`config.mk`:
```
export PLATFORM = sky130hd
export DESIGN_NAME = panzoom_readout_flat
export DESIGN_NICKNAME = d
export VERILOG_FILES = /design/src/rtl/panzoom_readout_pkg.sv /design/src/rtl/panzoom_readout_if.sv /design/src/rtl/panzoom_chan_ser.sv /design/src/rtl/panzoom_readout.sv /design/src/flat_wrapper.sv
export SDC_FILE = /design/constraint.sdc
export NUM_CORES = 1
export LEC_CHECK = 0
export CAP_MARGIN = 20
export CORE_AREA = 2 2 116 118
export CTS_CLUSTER_SIZE = 28
export DETAILED_ROUTE_END_ITERATION = 6
export DIE_AREA = 0 0 118 120
export DONT_BUFFER_PORTS = 1
export GPL_ROUTABILITY_DRIVEN = 0
export MAX_ROUTING_LAYER = met4
export SLEW_MARGIN = 20
export SYNTH_ARGS = -nofsm -noshare
export SYNTH_HDL_FRONTEND = slang
export SYNTH_SLANG_ARGS = --single-unit
```
`constraint.sdc`:
```
create_clock -name clk -period 3.9 [get_ports clk]
set_clock_uncertainty 0.1 [all_clocks]
set_input_delay 0.195 -clock clk [delete_from_list [all_inputs] [get_ports clk]]
set_output_delay 0.195 -clock clk [all_outputs]
set_load 0.02 [all_outputs]
```
`src/rtl/panzoom_readout_pkg.sv`:
```
// Shared types and helpers for the panzoom capture-buffer readout path.
// Holds the readout FSM state encoding and the sample-count clamp.
package panzoom_readout_pkg;

  typedef enum logic [2:0] {
    ST_IDLE      = 3'd0,
    ST_WAIT_STOP = 3'd1,
    ST_READ      = 3'd2,
    ST_WAIT_DATA = 3'd3,
    ST_SEND      = 3'd4,
    ST_DONE      = 3'd5
  } state_t;

  // A count of zero, or one beyond the buffer depth, means "read the whole buffer".
  function automatic logic [31:0] clamp_nsamp(input logic [31:0] n, input int memaw);
    logic [31:0] depth;
    depth = 32'd1 << memaw;
    if (n == 32'd0 || n > depth) return depth;
    return n;
  endfunction

endpackage

```
`src/rtl/panzoom_readout_if.sv`:
```
// Sample stream leaving the panzoom readout: one channel word per beat.
// The reader is the master; the host-side sink is the slave.
interface panzoom_readout_if #(
  parameter int DW    = 16,
  parameter int NCHAN = 2
);
  localparam int CW = (NCHAN > 1) ? $clog2(NCHAN) : 1;

  logic [DW-1:0] out_data;
  logic [CW-1:0] out_chan;
  logic          out_valid;
  logic          out_ready;
  logic          out_last;

  modport master (output out_data, out_chan, out_valid, out_last, input out_ready);
  modport slave  (input out_data, out_chan, out_valid, out_last, output out_ready);
endinterface

```
`src/rtl/panzoom_chan_ser.sv`:
```
// Holds one buffer entry and serializes its channels onto the sample stream,
// channel 0 first; reports when the final channel of the entry is accepted.
module panzoom_chan_ser #(
  parameter int DW    = 16,
  parameter int NCHAN = 2
) (
  input  logic                  clk,
  input  logic                  reset,
  input  logic                  load,
  input  logic [NCHAN*DW-1:0]   load_data,
  input  logic                  last_entry,
  output logic                  entry_done,
  panzoom_readout_if.master     strm
);
  localparam int CW = (NCHAN > 1) ? $clog2(NCHAN) : 1;

  logic [NCHAN-1:0][DW-1:0] holding;
  logic [CW-1:0]            chan;
  logic                     valid;
  logic                     last_chan;
  logic                     handshake;

  assign last_chan = (chan == CW'(NCHAN - 1));
  assign handshake = valid & strm.out_ready;

  // NOTE: the holding register is reset only because out_data must read 0 out
  // of reset; large sample memories elsewhere are deliberately left unreset.
  always_ff @(posedge clk) begin
    if (reset) begin
      holding <= '0;
      chan    <= '0;
      valid   <= 1'b0;
    end else if (load) begin
      holding <= load_data;
      chan    <= '0;
      valid   <= 1'b1;
    end else if (handshake) begin
      if (last_chan) valid <= 1'b0;
      else           chan  <= chan + CW'(1);
    end
  end

  // Outputs come straight from registers, so they hold still across a stall.
  assign strm.out_data  = holding[chan];
  assign strm.out_chan  = chan;
  assign strm.out_valid = valid;
  assign strm.out_last  = last_entry & last_chan & valid;
  assign entry_done     = handshake & last_chan;

endmodule

```
`src/rtl/panzoom_readout.sv`:
```
// Host-side reader for the panzoom capture buffer: waits for capture to stop,
// reads entries 0..N-1 one at a time, streams them out, then pulses rearm.
module panzoom_readout
  import panzoom_readout_pkg::*;
#(
  parameter int DW    = 16,
  parameter int NCHAN = 2,
  parameter int MEMAW = 10,
  parameter int RDLAT = 2
) (
  input  logic                clk,
  input  logic                reset,
  input  logic                start,
  input  logic [MEMAW:0]      nsamp,
  input  logic                stopped,
  output logic [MEMAW-1:0]    rd_addr,
  output logic                rd_en,
  input  logic [NCHAN*DW-1:0] rd_data,
  panzoom_readout_if.master   out_if,
  output logic                busy,
  output logic                done,
  output logic                rearm
);
  localparam int LW = (RDLAT > 1) ? $clog2(RDLAT + 1) : 1;

  state_t        state, state_nxt;
  logic [MEMAW:0] entry;
  logic [MEMAW:0] nsamp_q;
  logic [LW-1:0]  lat_cnt;
  logic           load;
  logic           last_entry;
  logic           entry_done;

  // Entry counter is one bit wider than the address so a full-buffer read ends cleanly.
  assign last_entry = (entry == nsamp_q - (MEMAW + 1)'(1));
  assign load       = (state == ST_WAIT_DATA) && (lat_cnt == LW'(1));
  assign rd_addr    = entry[MEMAW-1:0];

  // NOTE: sequential state uses non-blocking assignments so every register
  // samples its inputs from the same clock edge, independent of block order.
  always_ff @(posedge clk) begin
    if (reset) state <= ST_IDLE;
    else       state <= state_nxt;
  end

  // NOTE: every always_comb output gets a default first, so no path can infer a latch.
  always_comb begin
    state_nxt = state;
    unique case (state)
      ST_IDLE:      if (start)        state_nxt = ST_WAIT_STOP;
      ST_WAIT_STOP: if (stopped)      state_nxt = ST_READ;
      ST_READ:                        state_nxt = ST_WAIT_DATA;
      ST_WAIT_DATA: if (load)         state_nxt = ST_SEND;
      ST_SEND:      if (entry_done)   state_nxt = last_entry ? ST_DONE : ST_READ;
      ST_DONE:                        state_nxt = ST_IDLE;
      default:                        state_nxt = ST_IDLE;
    endcase
  end

  always_comb begin
    rd_en = 1'b0;
    busy  = 1'b1;
    done  = 1'b0;
    rearm = 1'b0;
    unique case (state)
      ST_IDLE: busy  = 1'b0;
      ST_READ: rd_en = 1'b1;
      ST_DONE: begin
        done  = 1'b1;
        rearm = 1'b1;
      end
      default: ;
    endcase
  end

  always_ff @(posedge clk) begin
    if (reset) begin
      entry   <= '0;
      nsamp_q <= '0;
      lat_cnt <= '0;
    end else begin
      unique case (state)
        ST_IDLE: if (start) begin
          nsamp_q <= (MEMAW + 1)'(clamp_nsamp(32'(nsamp), MEMAW));
          entry   <= '0;
        end
        ST_READ:      lat_cnt <= LW'(RDLAT);
        ST_WAIT_DATA: lat_cnt <= lat_cnt - LW'(1);
        ST_SEND:      if (entry_done && !last_entry) entry <= entry + (MEMAW + 1)'(1);
        default: ;
      endcase
    end
  end

  panzoom_chan_ser #(
    .DW   (DW),
    .NCHAN(NCHAN)
  ) u_ser (
    .clk       (clk),
    .reset     (reset),
    .load      (load),
    .load_data (rd_data),
    .last_entry(last_entry),
    .entry_done(entry_done),
    .strm      (out_if)
  );

endmodule

```
`src/flat_wrapper.sv`:
```
// flat-port wrapper written by rule: the top's interface ports become plain ports
module panzoom_readout_flat import panzoom_readout_pkg::*;
#(
  parameter int DW    = 16,
  parameter int NCHAN = 2,
  parameter int MEMAW = 10,
  parameter int RDLAT = 2
)
  (clk, reset, start, nsamp, stopped, rd_addr, rd_en, rd_data, busy, done, rearm, out_if_out_data, out_if_out_chan, out_if_out_valid, out_if_out_last, out_if_out_ready);
  panzoom_readout_if #(.DW(DW), .NCHAN(NCHAN)) out_if_i ();
  input  logic clk;
  input  logic reset;
  input  logic start;
  input  logic [MEMAW:0] nsamp;
  input  logic stopped;
  output logic [MEMAW-1:0] rd_addr;
  output logic rd_en;
  input  logic [NCHAN*DW-1:0] rd_data;
  output logic busy;
  output logic done;
  output logic rearm;
  output wire logic [$bits(out_if_i.out_data)-1:0] out_if_out_data;
  output wire logic [$bits(out_if_i.out_chan)-1:0] out_if_out_chan;
  output wire logic [$bits(out_if_i.out_valid)-1:0] out_if_out_valid;
  output wire logic [$bits(out_if_i.out_last)-1:0] out_if_out_last;
  input wire logic [$bits(out_if_i.out_ready)-1:0] out_if_out_ready;
  assign out_if_out_data = out_if_i.out_data;
  assign out_if_out_chan = out_if_i.out_chan;
  assign out_if_out_valid = out_if_i.out_valid;
  assign out_if_out_last = out_if_i.out_last;
  assign out_if_i.out_ready = out_if_out_ready;
  panzoom_readout #(.DW(DW), .NCHAN(NCHAN), .MEMAW(MEMAW), .RDLAT(RDLAT)) u_core (.clk(clk), .reset(reset), .start(start), .nsamp(nsamp), .stopped(stopped), .rd_addr(rd_addr), .rd_en(rd_en), .rd_data(rd_data), .out_if(out_if_i), .busy(busy), .done(done), .rearm(rearm));
endmodule
```
-- Word-level counts from Yosys, hierarchy flattened
Index checks and enable logic that the tools add are counted.
- register bits after elaboration: 61
- word-level logic and storage cells: 70
- muxes and demuxes: 25
- add/sub/neg operators: 4
- bitwise gates (word level): 4
- $lt $le $gt $ge: 2
- eq/ne operators: 12
- reduce and logical (&&, ||, !) cells: 15
- operators by type and width (operator ; count):
    $mux W11 ; 4
    $mux W16 ; 2
    $pmux W11 S2 ; 1
    $mux W3 ; 5
    $pmux W3 S5 ; 1
    $add A11 B1 Y11 const B ; 1
    $eq A11 B11 Y1 ; 1
    $gt A11 B11 Y1 const B ; 1
    $logic_not A11 Y1 ; 1
    $mux W1 ; 11
    $sub A11 B1 Y11 const B ; 1
    $reduce_bool A2 Y1 ; 4
    $eq A3 B2 Y1 const B ; 2
    $eq A3 B3 Y1 const B ; 2
    $ne A2 B1 Y1 const B ; 3
    $and A1 B1 Y1 ; 4
    $ne A2 B2 Y1 const B ; 2
    $pmux W2 S2 ; 1
    $reduce_and A2 Y1 ; 2
    $reduce_and A4 Y1 ; 1
    $eq A3 B1 Y1 const B ; 1
    $logic_not A3 Y1 ; 1
    $reduce_and A3 Y1 ; 1
    $eq A2 B1 Y1 const B ; 1
    other kinds (7) ; 8

-- Depth between registers and ports, before layout
Gate-level depths: netlist of run 1.
- depth in word-level cells: 7
- mapped depth: 12

-- Modules after synthesis
A second synthesis of run 1 with hierarchy kept.
- cell total of the unflattened synthesis: 334
- area total of the unflattened synthesis: 3173.0 um^2
- modules (own cells, without submodules) (module ; instances ; cells an instance ; area each (um^2)):
    panzoom_readout ; 1 ; 203 ; 1725.4
    panzoom_chan_ser ; 1 ; 131 ; 1447.6

-- Least setup slack after synthesis of run 1
Ideal clock, no wire load.
- kind: reg2out
- start: register u_core.nsamp_q[0]
- end: output out_if_out_last
- path buffers: 1
- stages on the path, launching flop included: 10
- arrival time: 2.548 ns
- required time: 3.605 ns
- slack: 1.057 ns
- cell sequence: dfxtp_1 inv_1 ha_1 buf_4 or4b_4 or4_1 nand3_1 o211ai_2 or3_4 nor2_1
- longest elaborated chain between the ends: 4
- RTL lines (what ; RTL line ; RTL):
    start: declaration ; panzoom_readout.sv:28 ; logic [MEMAW:0] nsamp_q;
    start signal: assignment ; panzoom_readout.sv:84 ; nsamp_q <= (MEMAW + 1)'(clamp_nsamp(32'(nsamp), MEMAW));
    $sub A11 B1 Y11 ; panzoom_readout.sv:35 ; assign last_entry = (entry == nsamp_q - (MEMAW + 1)'(1));
    $eq A11 B11 Y1 ; panzoom_readout.sv:35 ;
    $and A1 B1 Y1 (2 in series) ; panzoom_chan_ser.sv:47 ; assign strm.out_last = last_entry & last_chan & valid;
    end: declaration ; flat_wrapper.sv:25 ; output wire logic [$bits(out_if_i.out_last)-1:0] out_if_out_last;
No other way between the ends.

-- Final worst setup path of run 1
Same ends and word-level chain as after synthesis.

==> results of run 1 <==
report_power, final:
| part | internal (uW) | switching, uW | leakage [uW] |
|---|---|---|---|
| combinational | 117 | 147 | 0.000705 |
| clock | 581 | 306 | 0.000159 |
| sequential | 644 | 38.1 | 0.000493 |
| total | 1340 | 492 | 0.00136 |
worst max path at each step:
stage	from	to	cells after the start	slack [ns]
3_3_place_gp	u_core.nsamp_q[0]$_SDFFE_PP0P_	out_if_out_last	8	0.87
5_1_grt	u_core.nsamp_q[0]$_SDFFE_PP0P_	out_if_out_last	8	0.24
6_report	u_core.nsamp_q[0]$_SDFFE_PP0P_	out_if_out_last	8	0.45
3_5_place_dp	u_core.nsamp_q[0]$_SDFFE_PP0P_	out_if_out_last	8	0.81
2_1_floorplan	u_core.nsamp_q[0]$_SDFFE_PP0P_	out_if_out_last	9	1.06
4_1_cts	u_core.nsamp_q[0]$_SDFFE_PP0P_	out_if_out_last	8	0.45
flip-flops by register name (all words and copies together), names as in the netlist:
register                     cells
u_core.u_ser.holding            32
u_core.u_ser.strm.out_valid      1
u_core.nsamp_q                  11
u_core.state                     3
u_core.entry                    11
u_core.u_ser.strm.out_chan       1
u_core.lat_cnt                   2
final cells by class:
class	instances	area [um2]
Clock inverter	6	93.8
Timing Repair Buffer	49	495
Inverter	6	22.5
Tap cell	176	220
Sequential cell	61	1220
Clock buffer	10	239
Fill cell	1368	8930
Multi-Input combinational cell	295	1760
stage by stage:
step	worst slack, ns	instances	instance area, um2
2_1_floorplan	1.06	395	3180
3_3_place_gp	0.870	540	3230
3_5_place_dp	0.808	540	3240
4_1_cts	0.447	603	4050
5_1_grt	0.237	603	4050
6_report	0.451	603	4050
layout by cell type, fill, tap and decap left out, drive strengths merged, types with 3 or more instances in the layout:
cell type and n:
a22o 5, xnor2 9, mux2 17, a31oi 5, and3 4, a21oi 50
nor3 8, nor2b 3, nand4 5, nand2 88, or3 11, or4 3
nand3 6, nand2b 5, nor2 16, dfxtp 61, nor4 6, dlygate4sd3 46
o211ai 3, ha 3, inv 7, nand3b 4, o21ai 15, a211oi 3
buf 3, clkbuf 10, and2 4
worst reg2reg max path, delay by kind of cell (launching register included):
family,cells,cell delay [ns]
flip-flops,1,0.37
buffers and inverters,1,0.10
adder cells (fa/ha/maj),1,0.30
AO/OA/AOI/OAI,2,0.27
AND/OR/NAND/NOR,5,1.79
metal layers:
| metal | track usage | up-vias |
|---|---|---|
| li1 | - | 1429 |
| met1 | 0.149 | 1367 |
| met2 | 0.228 | 104 |
| met3 | 0.0428 | 14 |
| met4 | 0.0399 | 0 |
| met5 | - | - |
timing repair:
item,in CTS,in global routing
setup buffers,0,0
resized for setup,0,0
hold buffers,47,0
hold endpoints to repair,52,0
logic make-up after synthesis:
group,after synthesis,synth area share
mux,18,0.0634
flops,61,0.385
simple gates,173,0.268
buf+inv,39,0.0646
compound gates,90,0.173
fa+ha+maj,3,0.0118
xor+xnor,11,0.0347
==> metrics.csv, run 1 <==
stage,metric,value,unit
floorplan,Die Height,120,um
sta,crit share post-route,0.884,
cells_and_area,ANT cells,0,
sta,number of setup violations in the final report,0,
drt,met3 wire length,739,um
drt,routed wl met2,4.55,mm
placement,port bufs,0,
clocking,clk_lat worst skew,0.33,ns
sta,min cycle time layout,3.45,ns
worst_setup_path,Buffers & Inverters on Critical Path,1,
worst_setup_path,Worst path top cell family by delay,simple AND/OR/NAND/NOR gates,
worst_setup_path,Critical Path Sink Type,primary output,
worst_setup_path,CP max stage delay,0.53,ns
logic_synthesis,"Avg Cell Area, Syn",8.04,um2
power_and_ir_drop,Power Total,1830,uW
worst_setup_path,Worst EP required,3.61,ns
min_path,Min-Delay Endpoint,u_core.nsamp_q[10]$_SDFFE_PP0P_,
drt,Top Metal Used,met4,
cells_and_area,# nets final,473,
cells_and_area,final core occ,0.312,
worst_setup_path,Worst R2R Setup Slack,0.89,ns
logic_synthesis,"top cells by count, synth","nand2_1 (88), dfxtp_1 (61), a21oi_1 (43)",
worst_setup_path,Crit path arrival time,3.15,ns
placement,hpwl dp,6.08,mm
floorplan,initial core utilization,0.245,
logic_synthesis,synthesized instance count,395,
logic_synthesis,ys async rst share,0,
floorplan,IO Pins,81,
global_route,first-pass GRT wire length,14.7,mm
clocking,root buffer cell,clkbuf_16,
worst_setup_path,crit path max fanout,8,
worst_setup_path,Crit-path slowest cell,or4b_4,
drt,Initial DRC Count,136,
sta,setup TNS,0,ns
worst_setup_path,worst-case reg-to-reg path depth,9,
worst_setup_path,FF-to-FF End,u_core.entry[0]$_SDFFE_PP0P_,
power_and_ir_drop,leak pwr,0.00136,uW
clocking,TritonCTS Sinks,61,
drt,Post-DRT Antenna Nets,0,
drt,first-pass iteration count of the detailed router,4,
outcome,status,completed,
worst_setup_path,reg-to-reg startpoint,u_core.nsamp_q[0]$_SDFFE_PP0P_,
sta,worst hold margin,0.0179,ns
cells_and_area,layout overhead on the synthesized area,27.7,%
logic_synthesis,cell taking the most area after synthesis,dfxtp_1,
floorplan,die area,14200,um2
floorplan,Die X,118,um
clocking,CTS clock-pin slew for the worst setup and hold paths,0.05,ns
floorplan,standard-cell rows,42,
worst_setup_path,crit path launch type,flip-flop,
clocking,H-tree levels,3,
global_route,maximum number of pins on one net before global-route repair,45,
logic_synthesis,Post-synth EDFFs,0,
global_route,vias in the first global route,2885,
logic_synthesis,sequential share of the synthesized area,0.385,
min_path,Worst Hold Path Cells,3,
drt,WL met1,3.72,mm
clocking,CTS max path bufs,2,
min_path,HP Class,in2reg,
run,max cap viols,0,
logic_synthesis,most common cell in the netlist,nand2_1,
drt,DR vias/cell,4.83,
logic_synthesis,top_reg_cell synth,dfxtp_1,
floorplan,CORE AREA,13000,um2
clocking,CTS Buf Count,9,
sta,Final Slew Violations,0,
sta,RSZ-0062 raised after global routing,false,
logic_synthesis,post-synthesis cell area,3180,um2
sta,Final Hold Fails,0,
power_and_ir_drop,Peak supply drop,206,uV
drt,Vias,2914,
logic_synthesis,Unique masters post-synth,56,
power_and_ir_drop,Pwr Density,452,nW/um2
logic_synthesis,share of the synthesized area in the top cell type,0.385,
logic_synthesis,yosys warns,0,
sta,Max Fclk,290,MHz
drt,drc violations,0,
logic_synthesis,Area contributors post-synth,"dfxtp_1 (38%), nand2_1 (10%), a21oi_1 (6.8%), mux2_2 (5.7%), buf_4 (3.1%)",
drt,Total Wirelength,9.10,mm
worst_setup_path,Setup CP Type,reg2out,
logic_synthesis,Yosys reg bits,61,
sta,Least-Margin Pin Slew,0.828,ns
global_route,initial antenna violation count,0,
sta,Rel. slew slack,0.444,
global_route,Tot GR Track Use,0.133,
clocking,TritonCTS clock tree,built,
logic_synthesis,"Net Count, Synth",446,
cells_and_area,layout cells sized above 1,0.115,
min_path,Hold Path Origin,nsamp[8],
worst_setup_path,CP cell instances,"inv_1, ha_1, or4b_4, or4_1, nand3_1, o211ai_2, or3_4, nor2_1",
global_route,gr ovfl total,0,
drt,WL per Instance,15.1,um
Power figures use the tool's default switching activity.
==> run 2, diff against run 1 <==
--- a/config.mk
+++ b/config.mk
@@ -6,12 +6,13 @@
 export NUM_CORES = 1
 export LEC_CHECK = 0
 export CAP_MARGIN = 20
-export CORE_AREA = 2 2 116 118
+export CORE_AREA = 2 2 163 85
 export CTS_CLUSTER_SIZE = 28
 export DETAILED_ROUTE_END_ITERATION = 6
-export DIE_AREA = 0 0 118 120
+export DIE_AREA = 0 0 165 87
 export DONT_BUFFER_PORTS = 1
 export GPL_ROUTABILITY_DRIVEN = 0
+export GPL_TIMING_DRIVEN = 0
 export MAX_ROUTING_LAYER = met4
 export SLEW_MARGIN = 20
 export SYNTH_ARGS = -nofsm -noshare
==> run 2 against run 1 <==
Effect of this change: register-to-register slack worse by 0.09 ns; fmax up 2.2%; core utilization up 0.33 points; sequential cell count stayed put; global-route usage is 1.1 points higher; clock power is 17% lower; power decreased by 7.3%.
==> metrics.csv, run 2 (synthesized netlist as in run 1, its figures left out) <==
stage,metric,value,unit,change
outcome,status,completed,,
worst_setup_path,CP max stage delay,0.50,ns,-0.03 ns
power_and_ir_drop,Pwr Density,411,nW/um2,-9.1%
clocking,post_cts resized,0,,unchanged
drt,Post-DRT Antenna Nets,0,,unchanged
clocking,number of setup buffers added after CTS,0,,unchanged
placement,port bufs,0,,unchanged
clocking,root buffer cell,clkbuf_16,,
cells_and_area,final core occ,0.316,,+0.00334
cells_and_area,"Most flops, register",u_core.u_ser.holding,,
worst_setup_path,Buffers & Inverters on Critical Path,2,,+1
worst_setup_path,Worst EP required,3.61,ns,about the same
min_path,HP Class,in2reg,,
drt,Total Wirelength,9.90,mm,+8.8%
sta,Rel. slew slack,0.432,,-0.0118
floorplan,die area,14400,um2,+1.4%
placement,placed cells,571,,+5.7%
global_route,first-pass GRT wire length,15.2,mm,+3.3%
worst_setup_path,crit path launch type,flip-flop,,
global_route,met1 Usage GRT,0.198,,+0.0496
sta,setup TNS,0,ns,unchanged
worst_setup_path,crit path max fanout,8,,unchanged
global_route,met2 Track Usage GR,0.198,,-0.0301
drt,Initial DRC Count,179,,+32%
global_route,met3 Use GR,0.0538,,+0.0110
cells_and_area,layout overhead on the synthesized area,30.2,%,
cells_and_area,ANT cells,0,,unchanged
clocking,TritonCTS Sinks,61,,unchanged
placement,Setup Slack @ Placement,0.816,ns,+0.00824 ns
sta,min cycle time layout,3.38,ns,-0.0727 ns
clocking,CTS max path bufs,2,,unchanged
floorplan,Die X,165,um,+40%
drt,DR vias/cell,4.75,,-1.8%
global_route,Tot GR Track Use,0.145,,+0.0114
cells_and_area,"leading cell type in the layout, fill and taps excluded",nand2_1,,
worst_setup_path,Worst path top cell family by delay,simple AND/OR/NAND/NOR gates,,
floorplan,CORE AREA,13100,um2,+0.93%
global_route,vias in the first global route,2863,,-0.76%
floorplan,initial core utilization,0.242,,-0.00224
placement,hpwl dp,7.53,mm,+24%
cells_and_area,Filler cells,1377,,+0.66%
sta,setup ws final,0.523,ns,+0.0727 ns
sta,Least-Margin Pin Slew,0.845,ns,+0.0176 ns
global_route,gr ovfl total,0,,unchanged
floorplan,IO Pins,81,,unchanged
drt,Vias,3005,,+3.1%
sta,Final Hold Fails,0,,unchanged
sta,crit share post-route,0.866,,-0.0186
worst_setup_path,Critical Path Sink Type,primary output,,
floorplan,Die Height,87,um,-28%
worst_setup_path,Setup CP Type,reg2out,,
worst_setup_path,CP cell instances,"inv_1, ha_1, buf_4, or4b_4, or4_1, nand3_1, o211ai_2, or3_4, nor2_1",,
sta,RSZ-0062 raised after global routing,false,,
clocking,H-tree levels,3,,unchanged
run,max cap viols,0,,unchanged
drt,first-pass iteration count of the detailed router,5,,+1
global_route,initial antenna violation count,0,,unchanged
cells_and_area,number of flip-flops under the largest register name,32,,unchanged
global_route,maximum number of pins on one net before global-route repair,11,,-76%
clocking,clk_lat worst skew,0.32,ns,about the same
worst_setup_path,Crit path arrival time,3.08,ns,-0.07 ns
drt,WL per Instance,15.6,um,+3.6%
power_and_ir_drop,Peak supply drop,191,uV,-7.6%
sta,Max Fclk,296,MHz,+2.2%
sta,worst hold margin,0.0203,ns,+0.00238 ns
cells_and_area,# nets final,503,,+6.3%
cells_and_area,Layout Cells excl Fill,633,,+5.0%
sta,number of setup violations in the final report,0,,unchanged
drt,drc violations,0,,unchanged
clocking,TritonCTS clock tree,built,,
clocking,CTS Buf Count,9,,unchanged
cells_and_area,layout cells sized above 1,0.129,,+0.0143
clocking,CTS clock-pin slew for the worst setup and hold paths,0.05,ns,about the same
sta,Final Slew Violations,0,,unchanged
floorplan,standard-cell rows,30,,-29%
cells_and_area,largest registers,"u_core.u_ser.holding (32), u_core.entry (11), u_core.nsamp_q (11)",,
worst_setup_path,Crit-path slowest cell,or4b_4,,
global_route,gr busiest metal,met1,,
power_and_ir_drop,leak pwr,0.00142,uW,+4.4%
cells_and_area,most frequent cells in the layout,"nand2_1 (88), dfxtp_1 (61), dlygate4sd3_1 (46)",,
[run 2: worst register-to-register path: stages (launching register included)]
cell      delay, ns
dfxtp_1        0.36
inv_1          0.10
ha_1           0.14
buf_4          0.14
or4b_4         0.50
or4_1          0.48
nand3_1        0.11
o211ai_2       0.12
nor4_2         0.38
buf_4          0.23
buf_6          0.16
o21ai_1        0.09
a21oi_2        0.12
[run 2: layer usage]
metal / vias up / share of wire
li1: 1497 / -
met1: 1414 / 0.52
met2: 87 / 0.41
met3: 7 / 0.070
met4: 0 / 0.0054
met5: - / 0
[run 2: timing repair]
action / CTS / global route
setup endpoints to repair: 0 / 0
endpoints found under the hold margin: 45 / 0
hold buffers: 46 / 0
[run 2: worst paths after layout]
| kind | start | end | slack, ns | depth (start not counted) |
|---|---|---|---|---|
| max | u_core.nsamp_q[0]$_SDFFE_PP0P_ | out_if_out_last | 0.52 | 9 |
| min | nsamp[8] | u_core.nsamp_q[10]$_SDFFE_PP0P_ | 0.02 | 3 |
| max reg2reg | u_core.nsamp_q[0]$_SDFFE_PP0P_ | u_core.entry[9]$_SDFFE_PP0P_ | 0.80 | 12 |
| min reg2reg | u_core.u_ser.holding[28]$_SDFFE_PP0P_ | u_core.u_ser.holding[28]$_SDFFE_PP0P_ | 0.35 | 2 |
[run 2: cell type report]
cell class,count,area [um2],area share
timing repair buffer,46,460,0.111
buffer,33,183,0.0442
multi-input combinational,295,1750,0.423
inverter,6,22.5,0.00545
tap,176,220,0.0533
clock buffer,12,256,0.0620
sequential,61,1220,0.295
clock inverter,4,22.5,0.00545
[run 2: stage by stage]
step	area, um2	power [uW]
after floorplan	3180	869
after global placement	3400	919
after detailed placement	3400	931
after CTS	4140	1710
after global routing	4140	1780
final	4140	1700
[run 2: report_power, final]
part	leakage (uW)	internal, uW	switching, uW	total (uW)
sequential	0.000493	644	26.5	671
combinational	0.000785	122	168	291
clock	0.000138	461	277	738
